[src/rtl/axi4lite_master_port.sv]
// rtl/axi4lite_master_port.sv - single-outstanding AXI4-Lite initiator driven by a simple command port
module axi4lite_master_port #(
  parameter int ADDR_WIDTH = 8,
  parameter int DATA_WIDTH = 32
) (
  input  logic                      CLK,
  input  logic                      RSTn,
  input  logic                      cmd_valid,
  output logic                      cmd_ready,
  input  logic                      cmd_write,
  input  logic [ADDR_WIDTH-1:0]     cmd_addr,
  input  logic [DATA_WIDTH-1:0]     cmd_wdata,
  input  logic [DATA_WIDTH/8-1:0]   cmd_wstrb,
  output logic                      rsp_valid,
  output logic                      rsp_write,
  output logic [DATA_WIDTH-1:0]     rsp_rdata,
  output logic [1:0]                rsp_resp,
  output logic [ADDR_WIDTH-1:0]     AWADDR,
  output logic                      AWVALID,
  input  logic                      AWREADY,
  output logic [2:0]                AWPROT,
  output logic [DATA_WIDTH-1:0]     WDATA,
  output logic [DATA_WIDTH/8-1:0]   WSTRB,
  output logic                      WVALID,
  input  logic                      WREADY,
  input  logic [1:0]                BRESP,
  input  logic                      BVALID,
  output logic                      BREADY,
  output logic [ADDR_WIDTH-1:0]     ARADDR,
  output logic                      ARVALID,
  input  logic                      ARREADY,
  output logic [2:0]                ARPROT,
  input  logic [DATA_WIDTH-1:0]     RDATA,
  input  logic [1:0]                RRESP,
  input  logic                      RVALID,
  output logic                      RREADY
);
  localparam int STRB_WIDTH = DATA_WIDTH / 8;

  typedef enum logic [2:0] {
    S_IDLE,
    S_WADDR,
    S_WRESP,
    S_RADDR,
    S_RDATA
  } state_t;

  state_t                  state_q, state_d;
  logic                    aw_done_q, aw_done_d;
  logic                    w_done_q, w_done_d;
  logic [ADDR_WIDTH-1:0]   addr_q, addr_d;
  logic [DATA_WIDTH-1:0]   wdata_q, wdata_d;
  logic [STRB_WIDTH-1:0]   wstrb_q, wstrb_d;
  logic                    rsp_valid_q, rsp_valid_d;
  logic                    rsp_write_q, rsp_write_d;
  logic [DATA_WIDTH-1:0]   rsp_rdata_q, rsp_rdata_d;
  logic [1:0]              rsp_resp_q, rsp_resp_d;

  // Valids decode only from flops, so they never follow READY combinationally.
  assign cmd_ready = (state_q == S_IDLE);
  assign AWVALID   = (state_q == S_WADDR) && !aw_done_q;
  assign WVALID    = (state_q == S_WADDR) && !w_done_q;
  assign BREADY    = (state_q == S_WRESP);
  assign ARVALID   = (state_q == S_RADDR);
  assign RREADY    = (state_q == S_RDATA);
  assign AWADDR    = addr_q;
  assign ARADDR    = addr_q;
  assign WDATA     = wdata_q;
  assign WSTRB     = wstrb_q;
  assign AWPROT    = 3'b000;
  assign ARPROT    = 3'b000;
  assign rsp_valid = rsp_valid_q;
  assign rsp_write = rsp_write_q;
  assign rsp_rdata = rsp_rdata_q;
  assign rsp_resp  = rsp_resp_q;

  always_comb begin
    state_d     = state_q;
    aw_done_d   = aw_done_q;
    w_done_d    = w_done_q;
    addr_d      = addr_q;
    wdata_d     = wdata_q;
    wstrb_d     = wstrb_q;
    rsp_valid_d = 1'b0;
    rsp_write_d = rsp_write_q;
    rsp_rdata_d = rsp_rdata_q;
    rsp_resp_d  = rsp_resp_q;
    case (state_q)
      S_IDLE: begin
        if (cmd_valid) begin
          addr_d    = cmd_addr;
          wdata_d   = cmd_wdata;
          wstrb_d   = cmd_wstrb;
          aw_done_d = 1'b0;
          w_done_d  = 1'b0;
          state_d   = cmd_write ? S_WADDR : S_RADDR;
        end
      end
      S_WADDR: begin
        // AW and W complete independently; leave once both are done, in any order.
        if (AWVALID && AWREADY) aw_done_d = 1'b1;
        if (WVALID && WREADY)   w_done_d  = 1'b1;
        if (aw_done_d && w_done_d) state_d = S_WRESP;
      end
      S_WRESP: begin
        if (BVALID) begin
          state_d     = S_IDLE;
          rsp_valid_d = 1'b1;
          rsp_write_d = 1'b1;
          rsp_rdata_d = '0;
          rsp_resp_d  = BRESP;
        end
      end
      S_RADDR: begin
        if (ARREADY) state_d = S_RDATA;
      end
      S_RDATA: begin
        if (RVALID) begin
          state_d     = S_IDLE;
          rsp_valid_d = 1'b1;
          rsp_write_d = 1'b0;
          rsp_rdata_d = RDATA;
          rsp_resp_d  = RRESP;
        end
      end
      default: state_d = S_IDLE;
    endcase
  end

  always_ff @(posedge CLK or negedge RSTn) begin
    if (!RSTn) begin
      state_q     <= S_IDLE;
      aw_done_q   <= 1'b0;
      w_done_q    <= 1'b0;
      addr_q      <= '0;
      wdata_q     <= '0;
      wstrb_q     <= '0;
      rsp_valid_q <= 1'b0;
      rsp_write_q <= 1'b0;
      rsp_rdata_q <= '0;
      rsp_resp_q  <= '0;
    end else begin
      state_q     <= state_d;
      aw_done_q   <= aw_done_d;
      w_done_q    <= w_done_d;
      addr_q      <= addr_d;
      wdata_q     <= wdata_d;
      wstrb_q     <= wstrb_d;
      rsp_valid_q <= rsp_valid_d;
      rsp_write_q <= rsp_write_d;
      rsp_rdata_q <= rsp_rdata_d;
      rsp_resp_q  <= rsp_resp_d;
    end
  end

endmodule

[config.mk]
export PLATFORM = sky130hd
export DESIGN_NAME = axi4lite_master_port
export DESIGN_NICKNAME = d
export VERILOG_FILES = /design/src/rtl/axi4lite_master_port.sv
export SDC_FILE = /design/constraint.sdc
export NUM_CORES = 1
export LEC_CHECK = 0
export CAP_MARGIN = 40
export CORE_MARGIN = 2
export CORE_UTILIZATION = 42
export CTS_CLUSTER_DIAMETER = 120
export DETAILED_ROUTE_END_ITERATION = 8
export PLACE_DENSITY = 0.86
export SLEW_MARGIN = 40
export SYNTH_ARGS = -nofsm -noshare
export SYNTH_HDL_FRONTEND = slang
export SYNTH_SLANG_ARGS = --single-unit
[constraint.sdc]
create_clock -name CLK -period 4 [get_ports CLK]
set_input_delay 0.4 -clock CLK [delete_from_list [all_inputs] [get_ports CLK]]
set_output_delay 0.4 -clock CLK [all_outputs]
set_load 0.01 [all_outputs]
=== Word level (Yosys, flattened, before mapping) ===
Cells that the tools add are included.

* Bits in registers: 85
* Input bits: 89
* Output and inout port bits: 100
* Logic and storage cells: 59

* Equality and inequality tests: 9
* Mux-type cells: 26
* Reductions and logical operators: 14

{| class="wikitable"
|+ Operators with widths
! operator !! count
|-
| $mux 32 || 2
|-
| $pmux 32 s2 || 1
|-
| $mux 3 || 5
|-
| $pmux 3 s5 || 1
|-
| $mux 1 || 9
|-
| $pmux 1 s2 || 4
|-
| $eq 3x2->1 const B || 2
|-
| $mux 2 || 3
|-
| $ne 2x2->1 const B || 3
|-
| $logic_and 1x1->1 || 5
|-
| $reduce_and 5->1 || 1
|-
| $ne 2x1->1 const B || 2
|-
| $pmux 2 s2 || 1
|-
| $reduce_and 2->1 || 2
|-
| $reduce_bool 2->1 || 2
|-
| $eq 3x1->1 const B || 1
|-
| $eq 3x3->1 const B || 1
|-
| $logic_not 3->1 || 1
|-
| $reduce_and 3->1 || 1
|-
| $logic_not 1->1 || 2
|}

=== Longest topological paths before layout ===
Gate-level depths: netlist (run 1).

* Word-level depth: 8
* Mapped depth: 6
* Gate-level depth less buffers: 4

=== Worst setup path after synthesis (run 1) ===
Ideal clock, no wire load.

* Path type: reg-to-reg
* From: reg state_q[1]
* To: reg addr_q[0] (netlist: ARADDR[0])
* Library setup time: 0.127 ns
* Arrival time: 1.490 ns
* Data required time: 3.873 ns
* Setup slack: 2.382 ns
* Stages on the path, launching flop included: 7
* Buffers on the path: 3
* Clock period less this slack: 1.618 ns
* Cells stage by stage: dfrtp_1 > buf_6 > nor3_2 > and2_1 > buf_4 > buf_6 > mux2_1

* Word-level cells in the longest chain between the ends: 2

{| class="wikitable"
|+ Ends and longest elaborated chain
! element !! line !! RTL
|-
| start, declared || 48 || <nowiki>state_t state_q, state_d;</nowiki>
|-
| start signal, assigned || 143 || <nowiki>state_q <= state_d;</nowiki>
|-
| $logic_not 3->1 || - ||
|-
| via cmd_ready || 9 || <nowiki>output logic cmd_ready,</nowiki>
|-
| $reduce_and 2->1 (no source line) || - ||
|-
| end signal, assigned || 146 || <nowiki>addr_q <= addr_d;</nowiki>
|-
| end, declared || 51 || <nowiki>logic [ADDR_WIDTH-1:0] addr_q, addr_d;</nowiki>
|}

The timed path passes the listed nets, and every way through them passes these cells.
A chain may end at the register's enable or synchronous reset.

=== Final worst setup path (run 1) ===
* From: reg state_q[2]
* To: out WVALID

* Word-level cells in the longest chain between the ends: 2

{| class="wikitable"
|+ Ends and longest elaborated chain
! element !! line !! RTL
|-
| $eq 3x1->1 || 62 || <nowiki>assign WVALID = (state_q == S_WADDR) && !w_done_q;</nowiki>
|-
| $logic_and 1x1->1 || 62 ||
|-
| end, declared || 24 || <nowiki>output logic WVALID,</nowiki>
|}

Every way passes these cells.

==> results of run 1 <==
## final cells by class
| type | count | area, um2 |
|---|---|---|
| multi-input cells | 125 | 1070 |
| fillers | 610 | 2400 |
| clock inverters | 6 | 95.1 |
| flip-flops and latches | 85 | 2130 |
| inverters | 4 | 15.0 |
| clock buffers | 10 | 128 |
| repair buffers | 183 | 1840 |
| well taps | 102 | 128 |
## power groups by stage
stage	combinational, mW	sequential [mW]	clock, mW
after floorplan	0.729	1.52	0
after global placement	1.67	1.40	0
after detailed placement	1.72	1.42	0
after CTS	1.73	1.40	0.694
after global routing	1.82	1.45	0.735
final	1.70	1.40	0.669
## cells by family after synthesis
group,count (synthesis),share of synthesized area [%]
DFF,85,62.2
muxes,47,15.4
AOI/OAI and AO/OA,46,11.2
buffers and inverters,33,7.10
and+or+nand+nor,26,3.92
other,1,0.110
## routing by layer
metal	vias up	wire, um
met5	-	0
met4	0	194
li1	1165	-
met1	1232	3150
met2	121	4370
met3	21	801
## worst max path at each step
stage	slack, ps	from	cells after the start	endpoint
2_1_floorplan	2380	state_q[1]	6	ARADDR[0]
3_3_place_gp	1720	cmd_valid	3	WDATA[6]
3_5_place_dp	1980	RVALID	5	rsp_rdata[16]
4_1_cts	1700	state_q[2]	4	WVALID
5_1_grt	1570	state_q[2]	4	AWVALID
6_report	1720	state_q[2]	4	WVALID
## sequential cells by signal (all words and copies together) (netlist names)
name / flops
ARADDR: 8
WDATA: 32
WSTRB: 4
aw_done_q: 1
rsp_rdata: 32
rsp_resp: 2
rsp_valid: 1
rsp_write: 1
state_q: 3
w_done_q: 1
## worst max-delay path: cells and delay by family (launching register included)
| family | cells | cell delay (ps) |
|---|---|---|
| buf+inv | 1 | 540 |
| simple gates | 3 | 510 |
| flops | 1 | 490 |
## per-stage QoR
step / total power [mW] / area [um2] / cells / hold slack, ps
after floorplan: 2.25 / 3440 / 243 / 104
after global placement: 3.06 / 5160 / 498 / 467
after detailed placement: 3.14 / 5180 / 499 / 474
after CTS: 3.82 / 5400 / 515 / 117
after global routing: 4.00 / 5400 / 515 / 118
final: 3.77 / 5400 / 515 / 84.8
## cell usage after synthesis
library cell	instances	area share (%)
sky130_fd_sc_hd__a2111oi_0	1	0.26
sky130_fd_sc_hd__a21oi_1	4	0.59
sky130_fd_sc_hd__a22o_1	32	8.2
sky130_fd_sc_hd__and2_1	1	0.18
sky130_fd_sc_hd__and3_1	2	0.37
sky130_fd_sc_hd__and3b_1	2	0.51
sky130_fd_sc_hd__buf_2	5	0.73
sky130_fd_sc_hd__buf_4	18	4.0
sky130_fd_sc_hd__buf_6	6	2.0
sky130_fd_sc_hd__conb_1	1	0.11
sky130_fd_sc_hd__dfrtp_1	85	62
sky130_fd_sc_hd__inv_1	3	0.33
sky130_fd_sc_hd__inv_2	1	0.11
sky130_fd_sc_hd__mux2_1	40	13
sky130_fd_sc_hd__mux2_2	5	1.6
sky130_fd_sc_hd__mux2i_1	2	0.59
sky130_fd_sc_hd__nand2_1	7	0.77
sky130_fd_sc_hd__nand2b_1	2	0.37
sky130_fd_sc_hd__nor2_1	8	0.88
sky130_fd_sc_hd__nor3_1	1	0.15
sky130_fd_sc_hd__nor3_2	1	0.29
sky130_fd_sc_hd__o21ai_0	1	0.15
sky130_fd_sc_hd__o21ai_1	3	0.44
sky130_fd_sc_hd__o21ai_4	1	0.48
sky130_fd_sc_hd__o221ai_2	1	0.44
sky130_fd_sc_hd__o22ai_1	1	0.18
sky130_fd_sc_hd__o2bb2ai_1	1	0.26
sky130_fd_sc_hd__o31a_1	1	0.26
sky130_fd_sc_hd__or2_2	1	0.18
sky130_fd_sc_hd__or4_1	1	0.22
==> reports/summary.md, run 1 <==
- finished, final reports clean — result of the run
- 1880 ps — arrival time reported for the critical path endpoint
- 58.1% — area growth from synthesis to final layout
- 3600 ps — critical path required time
- 182 — total of buffers placed on input and output ports
- 14.4 um2 — post-synthesis average cell area
- 4.93 — Avg Vias per Cell
- 19.2% — global-route total usage across every layer
- yes — clock tree from TritonCTS
- 3 — H-tree levels
- sky130_fd_sc_hd__clkdlybuf4s50_1, sky130_fd_sc_hd__dfrtp_1, sky130_fd_sc_hd__mux2_1, sky130_fd_sc_hd__a22o_1, sky130_fd_sc_hd__clkbuf_8 — most frequent cells in the layout
- primary input to asynchronous set/reset pin — worst hold path class
- 3 — depth of the most critical reg-to-reg path
- 69.2% — final core utilization
- WDATA[6] — capture point of the worst reg-to-reg path
- 2140 ps — slack of the worst reg-to-reg path
- register — Critical Path Source Type
- 2280 ps — final critical-path required period
- no — setup repair after global routing missed its margin
- 0 — final antenna-violating net count
- 16.5 um — WL per Instance
- 13000 um — wire length of the first global-routing pass
- 7.02% — fraction of layout cells with a size suffix above 1
- 4 — router iterations before antenna repair
- 8880 um2 — area enclosed by the die boundary
- 7810 um2 — core area
- 0 — number of gates given a new drive strength after cts
- 0 — buffers inserted during post-CTS setup optimization
- 698 nW/um2 — Power Dens Cells
- 85 — number of clock sinks seen by CTS
- 0 — antenna cells
- 0 — total of endpoints with negative setup slack in the final report
- 189 — Boundary Pins
- register to output port — path type of the worst setup path
- 350 ps — Worst-Skew Late Latency
- 9 — Inserted Clock Buffers
- 67 — initial detailed-routing violation count
- 0 — CTS hold repair buffers
- 1720 ps — post-layout worst setup margin
- sky130_fd_sc_hd__nor2_1 — dominant cell type by count on the critical path
- 94.2 um — Die Span X
- 0 — max capacitance violation total
- output port — capturing element type of the critical path
- 0 — final max-slew violation count
- 0.720 — final weighted congestion in routability-driven placement
- 2.33 nW — static leakage
- 2.58 mW — cell-internal power
- 86 — pin count of the biggest net entering global routing
- 90 ps — clock-pin slew of the registers on the worst-case setup and hold paths
- 85 — Seq cells post-synth
- 2539 — overall via count from detail_route
- 31.7% — Net Sw Frac
- 238 — post-synthesis cell count
- state_q[0] — launch instance of the worst register-to-register path
- 14.4 ps — Final Skew
- 1.19 mW — Switch Pwr
- sky130_fd_sc_hd__clkdlybuf4s50_1 — most frequent standard cell in the layout excluding fill and tap cells
- 0 ps — aggregate negative setup slack
- 94.2 um — height of the die
- 0 — count of final hold-check violations
- 62.2% — portion of the post-synthesis area used by sequential elements
- 22.3% — fraction of met1 tracks used by global routing
- 2633 — via count of the first global-routing pass
- sky130_fd_sc_hd__clkdlybuf4s50_1 — CP max-delay cell
- 32 — row count
- 56.2% — headroom to the max-slew limit
- 1980 ps — minimum setup slack after placement
- nor2_1, nand2_1, nor2_1, clkdlybuf4s50_1 — cells along the critical path
- 32.6% — met2 routing resource usage after global routing
- 6350 um — dpl hpwl
- 439 MHz — Fmax achieved
- 56.9% — ratio of final minimum period to clock period
- 0 — total gr overflow
- 43.8% — initial core utilization
- 0 — number of warnings issued by yosys
- 540 ps — critical path's largest stage delay
- 497 — number of nets in the finished design
- 0 — number of antenna violations at the first check in global routing
- 0.000572 V — maximum vdd ir drop
- 0 — final routed DRC violation total
- 657 ps — worst slew pin tran
- 11 — critical path peak fanout
- 17.7% — Clock Power Share
- 45.1% — proportion of power drawn by combinational gates
- 2 — maximum root-to-sink buffer count
- met2 — layer with the highest usage
- 37.1% — relative contribution of sequential cells to total power
- 8510 um — Final Routed Wirelength
- 30 — Distinct cells, synth
- 6.34% — global-route track usage on met3
- sky130_fd_sc_hd__clkbuf_8 — root buf cell
- 3420 um2 — summed instance area of the synthesized netlist
Note: power is estimated with default switching activity, not from simulation.
==> inputs of run 2 (changes only) <==
Settings changed: CORE_UTILIZATION 42 to 39, PLACE_DENSITY 0.86 to 0.81.
Clock period 4 ns to 2.29 ns, I/O delays scaled along.
==> reports/summary.md, run 2 (synthesis gave the netlist of run 1 again) <==
- 3 — H-tree levels
- 650 — Filler cells
- 189 — Boundary Pins
- 30.8% — met2 routing resource usage after global routing
- 6.04% — global-route track usage on met3
- 0 — buffers inserted during post-CTS setup optimization
- met2 — layer with the highest usage
- 2535 — overall via count from detail_route
- 0 — antenna cells
- 0 — max capacitance violation total
- 340 ps — Worst-Skew Late Latency
- 0 — final max-slew violation count
- 18.2% — global-route total usage across every layer
- 4 — router iterations before antenna repair
- 2 — maximum root-to-sink buffer count
- 0 — final routed DRC violation total
- 1840 ps — arrival time reported for the critical path endpoint
- 0 ps — aggregate negative setup slack
- 0 — number of antenna violations at the first check in global routing
- output port — capturing element type of the critical path
- 0.761 — final weighted congestion in routability-driven placement
- finished, final reports clean — result of the run
- 1230 nW/um2 — Power Dens Cells
- 6.72 mW — Tot Pwr
- 0 — count of final hold-check violations
- 502 — number of nets in the finished design
- 2774 — via count of the first global-routing pass
- 12.0 ps — Final Skew
- 7.91% — fraction of layout cells with a size suffix above 1
- 2130 um2 — FF+latch area
- 13900 um — wire length of the first global-routing pass
- 6240 um — dpl hpwl
- primary input to asynchronous set/reset pin — worst hold path class
- 2070 ps — final critical-path required period
- 12 — critical path peak fanout
- sky130_fd_sc_hd__clkdlybuf4s50_1 — most frequent standard cell in the layout excluding fill and tap cells
- 8320 um — Final Routed Wirelength
- 22.4% — fraction of met1 tracks used by global routing
- 39.8% — initial core utilization
- register — Critical Path Source Type
- 0 — final antenna-violating net count
- 97.6 um — Die Span X
- no — setup repair after global routing missed its margin
- 90 ps — clock-pin slew of the registers on the worst-case setup and hold paths
- sky130_fd_sc_hd__clkbuf_8 — root buf cell
- 46 — pin count of the biggest net entering global routing
- 182 — total of buffers placed on input and output ports
- 0 — total gr overflow
- 9530 um2 — area enclosed by the die boundary
- 97.6 um — height of the die
- 90.3% — ratio of final minimum period to clock period
- 15.8 um — WL per Instance
- 0.000784 V — maximum vdd ir drop
- 4.83 — Avg Vias per Cell
- 483 MHz — Fmax achieved
- 60.5% — area growth from synthesis to final layout
- 1070 um2 — area occupied by multi-input gates
- 2060 ps — critical path required time
- 79 — initial detailed-routing violation count
- register to output port — path type of the worst setup path
- 85 — number of clock sinks seen by CTS
- 8590 um2 — core area
- sky130_fd_sc_hd__clkdlybuf4s50_1, sky130_fd_sc_hd__dfrtp_1, sky130_fd_sc_hd__mux2_1, sky130_fd_sc_hd__a22o_1, sky130_fd_sc_hd__clkbuf_8 — most frequent cells in the layout
- 2.37 nW — static leakage
- 34 — row count
- yes — clock tree from TritonCTS
- 9 — Inserted Clock Buffers
- 0 — total of endpoints with negative setup slack in the final report
## run 2: cell types whose count changed in the layout (fill, tap and decap cells not counted), sizes merged
cell,delta
buf,+5
bufinv,+1
clkbuf,-1
clkinv,+1
clkinvlp,-2
dlygate4sd3,+1
inv,-1
## run 2: final timing paths
check / end / cells after the start / startpoint / slack (ps)
setup / recovery: RREADY / 4 / state_q[0] / 220
hold / removal: WDATA[22] / 2 / RSTn / 390
setup reg to reg: state_q[1] / 4 / state_q[0] / 540
hold reg to reg: WDATA[7] / 1 / WDATA[7] / 490
max in group asynchronous: rsp_rdata[29] / 3 / RSTn / 1280
min in group CLK: rsp_rdata[27] / 2 / RDATA[27] / 470
## run 2: metrics by stage
stage | instance area [um2] | util [%] | hold WS [ps] | setup slack, ps | instances
after floorplan | 3440 | - | -66.6 | 672 | 243
after global placement | 5230 | 60.8 | 218 | 578 | 509
after detailed placement | 5230 | 60.8 | 225 | 526 | 509
after CTS | 5480 | 63.8 | 389 | 163 | 525
after global routing | 5490 | 63.8 | 401 | 49.4 | 525
final | 5490 | 63.8 | 387 | 221 | 525
## run 2: layout make-up
| cell class | count | share of cell area [%] |
|---|---|---|
| well taps | 108 | 2.46 |
| multi-input cells | 125 | 19.5 |
| repair buffers | 188 | 34.5 |
| flip-flops and latches | 85 | 38.8 |
| inverters | 4 | 0.274 |
| clock buffers | 10 | 2.51 |
| clock inverters | 5 | 1.96 |
## run 2: worst max-delay path: stages (launching register included)
cell,delay (ps)
sky130_fd_sc_hd__dfrtp_1,510
sky130_fd_sc_hd__nor2_1,170
sky130_fd_sc_hd__nand2_1,170
sky130_fd_sc_hd__inv_1,100
sky130_fd_sc_hd__clkdlybuf4s50_1,530
## run 2: timing repair
item / in CTS / in global routing
hold buffers: 1 / 0
resized for setup: 0 / 1
hold endpoints to repair: 35 / 0
endpoints found under the setup margin: 0 / 1
## run 2: metal layers
| layer | vias up | part of all wire (%) | wire, um |
|---|---|---|---|
| met4 | 0 | 1.5 | 127 |
| met2 | 118 | 49 | 4110 |
| li1 | 1182 | - | - |
| met3 | 11 | 6.7 | 556 |
| met5 | - | 0 | 0 |
| met1 | 1224 | 42 | 3530 |
## run 2: power by group
group / total (mW) / internal (mW) / switching, mW
clock: 1.29 / 0.755 / 0.531
combinational: 2.99 / 1.81 / 1.17
sequential: 2.45 / 2.08 / 0.365
==> patch (flow settings as in run 2) <==
Take the reset off `rsp_rdata_q` and load it in a clocked block of its own.
--- a/src/rtl/axi4lite_master_port.sv
+++ b/src/rtl/axi4lite_master_port.sv
@@ -137,7 +137,6 @@
       wstrb_q     <= '0;
       rsp_valid_q <= 1'b0;
       rsp_write_q <= 1'b0;
-      rsp_rdata_q <= '0;
       rsp_resp_q  <= '0;
     end else begin
       state_q     <= state_d;
@@ -148,10 +147,13 @@
       wstrb_q     <= wstrb_d;
       rsp_valid_q <= rsp_valid_d;
       rsp_write_q <= rsp_write_d;
-      rsp_rdata_q <= rsp_rdata_d;
       rsp_resp_q  <= rsp_resp_d;
     end
   end
 
+  always_ff @(posedge CLK) begin
+    rsp_rdata_q <= rsp_rdata_d;
+  end
+
 endmodule
 
Behaviour: differs if RSTn is asserted again (counterexample within 4 cycles, from zero or initial values and one cycle with RSTn low); with RSTn held inactive, the same outputs for 10 cycles.
==> patch against run 2 <==
Clock skew up 0.0022 ns. Sequential cell count unchanged. Total power is 3.6% higher. Global-route usage decreased by 1.8 points. Sequential power increased by 3%. Critical path depth unchanged. Routed wire length grew 4.8%. Clock power is 9% lower. Cell area increased by 3.8%. Largest cell class unchanged. Combinational power grew 8.7%. Synthesized area grew 7.2%. Count of clock-buffer cells in the layout is the same. Worst setup slack got worse by 0.085 ns.
==> patch: results <==
metrics = {
    "timing": {
        "whs_ns": 0.282,
        "finClkSkew_ns": 0.0142,
    },
    "synthesis": {
        "synthTopCellsByCount": "53 x dfrtp_1, 39 x mux2_4, 33 x and2_1",
        "synth_cell_types": 29,
        "async_reset_ff_share_pct": 62.4,
        "synth_edf_count": 32,
        "netlist_top_cells_area": "dfrtp_1 36%, edfxtp_1 26%, mux2_4 16%",
        "yosysSeqAreaShare_pct": 62.4,
    },
    "power_and_ir_drop": {
        "peakVddDrop_v": 0.000617,
        "leakage_uw": 0.00233,
        "swShare_pct": 30.1,
    },
    "critical_path": {
        "rr_endpoint": "WDATA[6]$_DFFE_PN0P_",
        "rrSetupSlack_ns": 0.51,
        "reg2reg_from": "state_q[0]$_DFFE_PN0P_",
        "cp_data_arrival_time_ns": 1.92,
        "ff2ff_path_depth": 5,
        "cp-end-kind": "output pin",
        "path_max_fanout": 10,
    },
    "grt": {
        "grt_max_degree": 46,
        "grt_pass1_vias": 2552,
        "grt_pass1_wl_um": 12800,
        "track_usage_pct": 16.4,
        "antenna_found_initial": 0,
    },
    "placement": {
        "place_ws_ns": 0.432,
        "hpwl_um": 6350,
        "io_buffers": 182,
        "gp_congestion": 0.755,
    },
    "cts": {
        "clock_latency_ns": 0.35,
        "cts_setup_buffers": 0,
        "clk_pin_slew_worst_paths_ns": 0.09,
        "h-tree-depth": 3,
        "cts_buffers": 9,
    },
    "status": {
        "outcome": "completed",
    },
    "route": {
        "vias_per_cell": 4.60,
        "drtPass1Iterations": 4,
        "wire_per_inst_um": 16.6,
        "first_iter_violations": 76,
    },
    "min_path": {
        "hold_class": "input port to asynchronous set/reset pin",
    },
    "finish": {
        "nets": 499,
        "drive_above_1_share_pct": 17.6,
        "antenna_cells": 0,
    },
}
## patch: per-stage QoR
step           util (%)  cells  area [µm²]
6_report           61.9    526        5690
5_1_grt            61.9    526        5690
4_1_cts            61.9    526        5690
3_5_place_dp       59.3    509        5460
3_3_place_gp       59.3    509        5460
2_1_floorplan         -    236        3690
## patch: cell families (layout without fill, tap and decap cells)
group	Yosys count	count (layout)	share of synthesized area, %
flops	85	85	62.4
other cells	1	6	0.102
compound gates	17	17	3.17
simple gates	53	53	8.77
buf+inv	29	208	7.51
mux	46	46	18.1
## patch: cell type report
cell class | instances | area, µm²
Clock inverter | 6 | 95.1
Timing Repair Buffer | 188 | 1890
Inverter | 4 | 17.5
Sequential cell | 85 | 2290
Fill cell | 724 | 3500
Tap cell | 111 | 139
Multi-Input combinational cell | 122 | 1140
Clock buffer | 10 | 128
## patch: layer usage
metal	GRT usage, %	vias up	wire length (µm)
met5	0	-	0
met4	6.96	0	167
met3	4.37	14	521
met2	28.3	104	4550
met1	19.3	1168	3480
li1	-	1133	-
## patch: how the worst max path moves through the flow
stage / start / endpoint / slack (ns) / cells past startpoint
floorplan: state_q[2]$_DFFE_PN0P_ / rsp_rdata[0]$_SDFFCE_PP0P_ / 0.28 / 2
finish: state_q[1]$_DFFE_PN0P_ / WVALID / 0.14 / 4
CTS: state_q[1]$_DFFE_PN0P_ / RREADY / 0.04 / 3
detailed placement: state_q[2]$_DFFE_PN0P_ / RREADY / 0.43 / 3
global route: state_q[1]$_DFFE_PN0P_ / AWVALID / 0.004 / 4
global placement: state_q[1]$_DFFE_PN0P_ / RREADY / 0.48 / 3
## patch: worst max-delay path, cell delays in order (launching register included)
cell,delay (ns)
dfrtp_1,0.47
nor2_1,0.34
nand2_1,0.12
nor2_1,0.10
clkdlybuf4s50_1,0.55
## patch: power groups by stage
stage	registers (µW)	logic (µW)	clock network [µW]
floorplan	2780	1520	0
global placement	2520	3210	0
detailed placement	2560	3260	0
CTS	2540	3280	1220
global route	2610	3440	1290
finish	2530	3250	1180
## patch: repair_timing
action | in CTS | in global routing
hold buffers | 1 | 0
endpoints found under the setup margin | 0 | 1
resized for setup | 0 | 1
hold endpoints to repair | 12 | 0
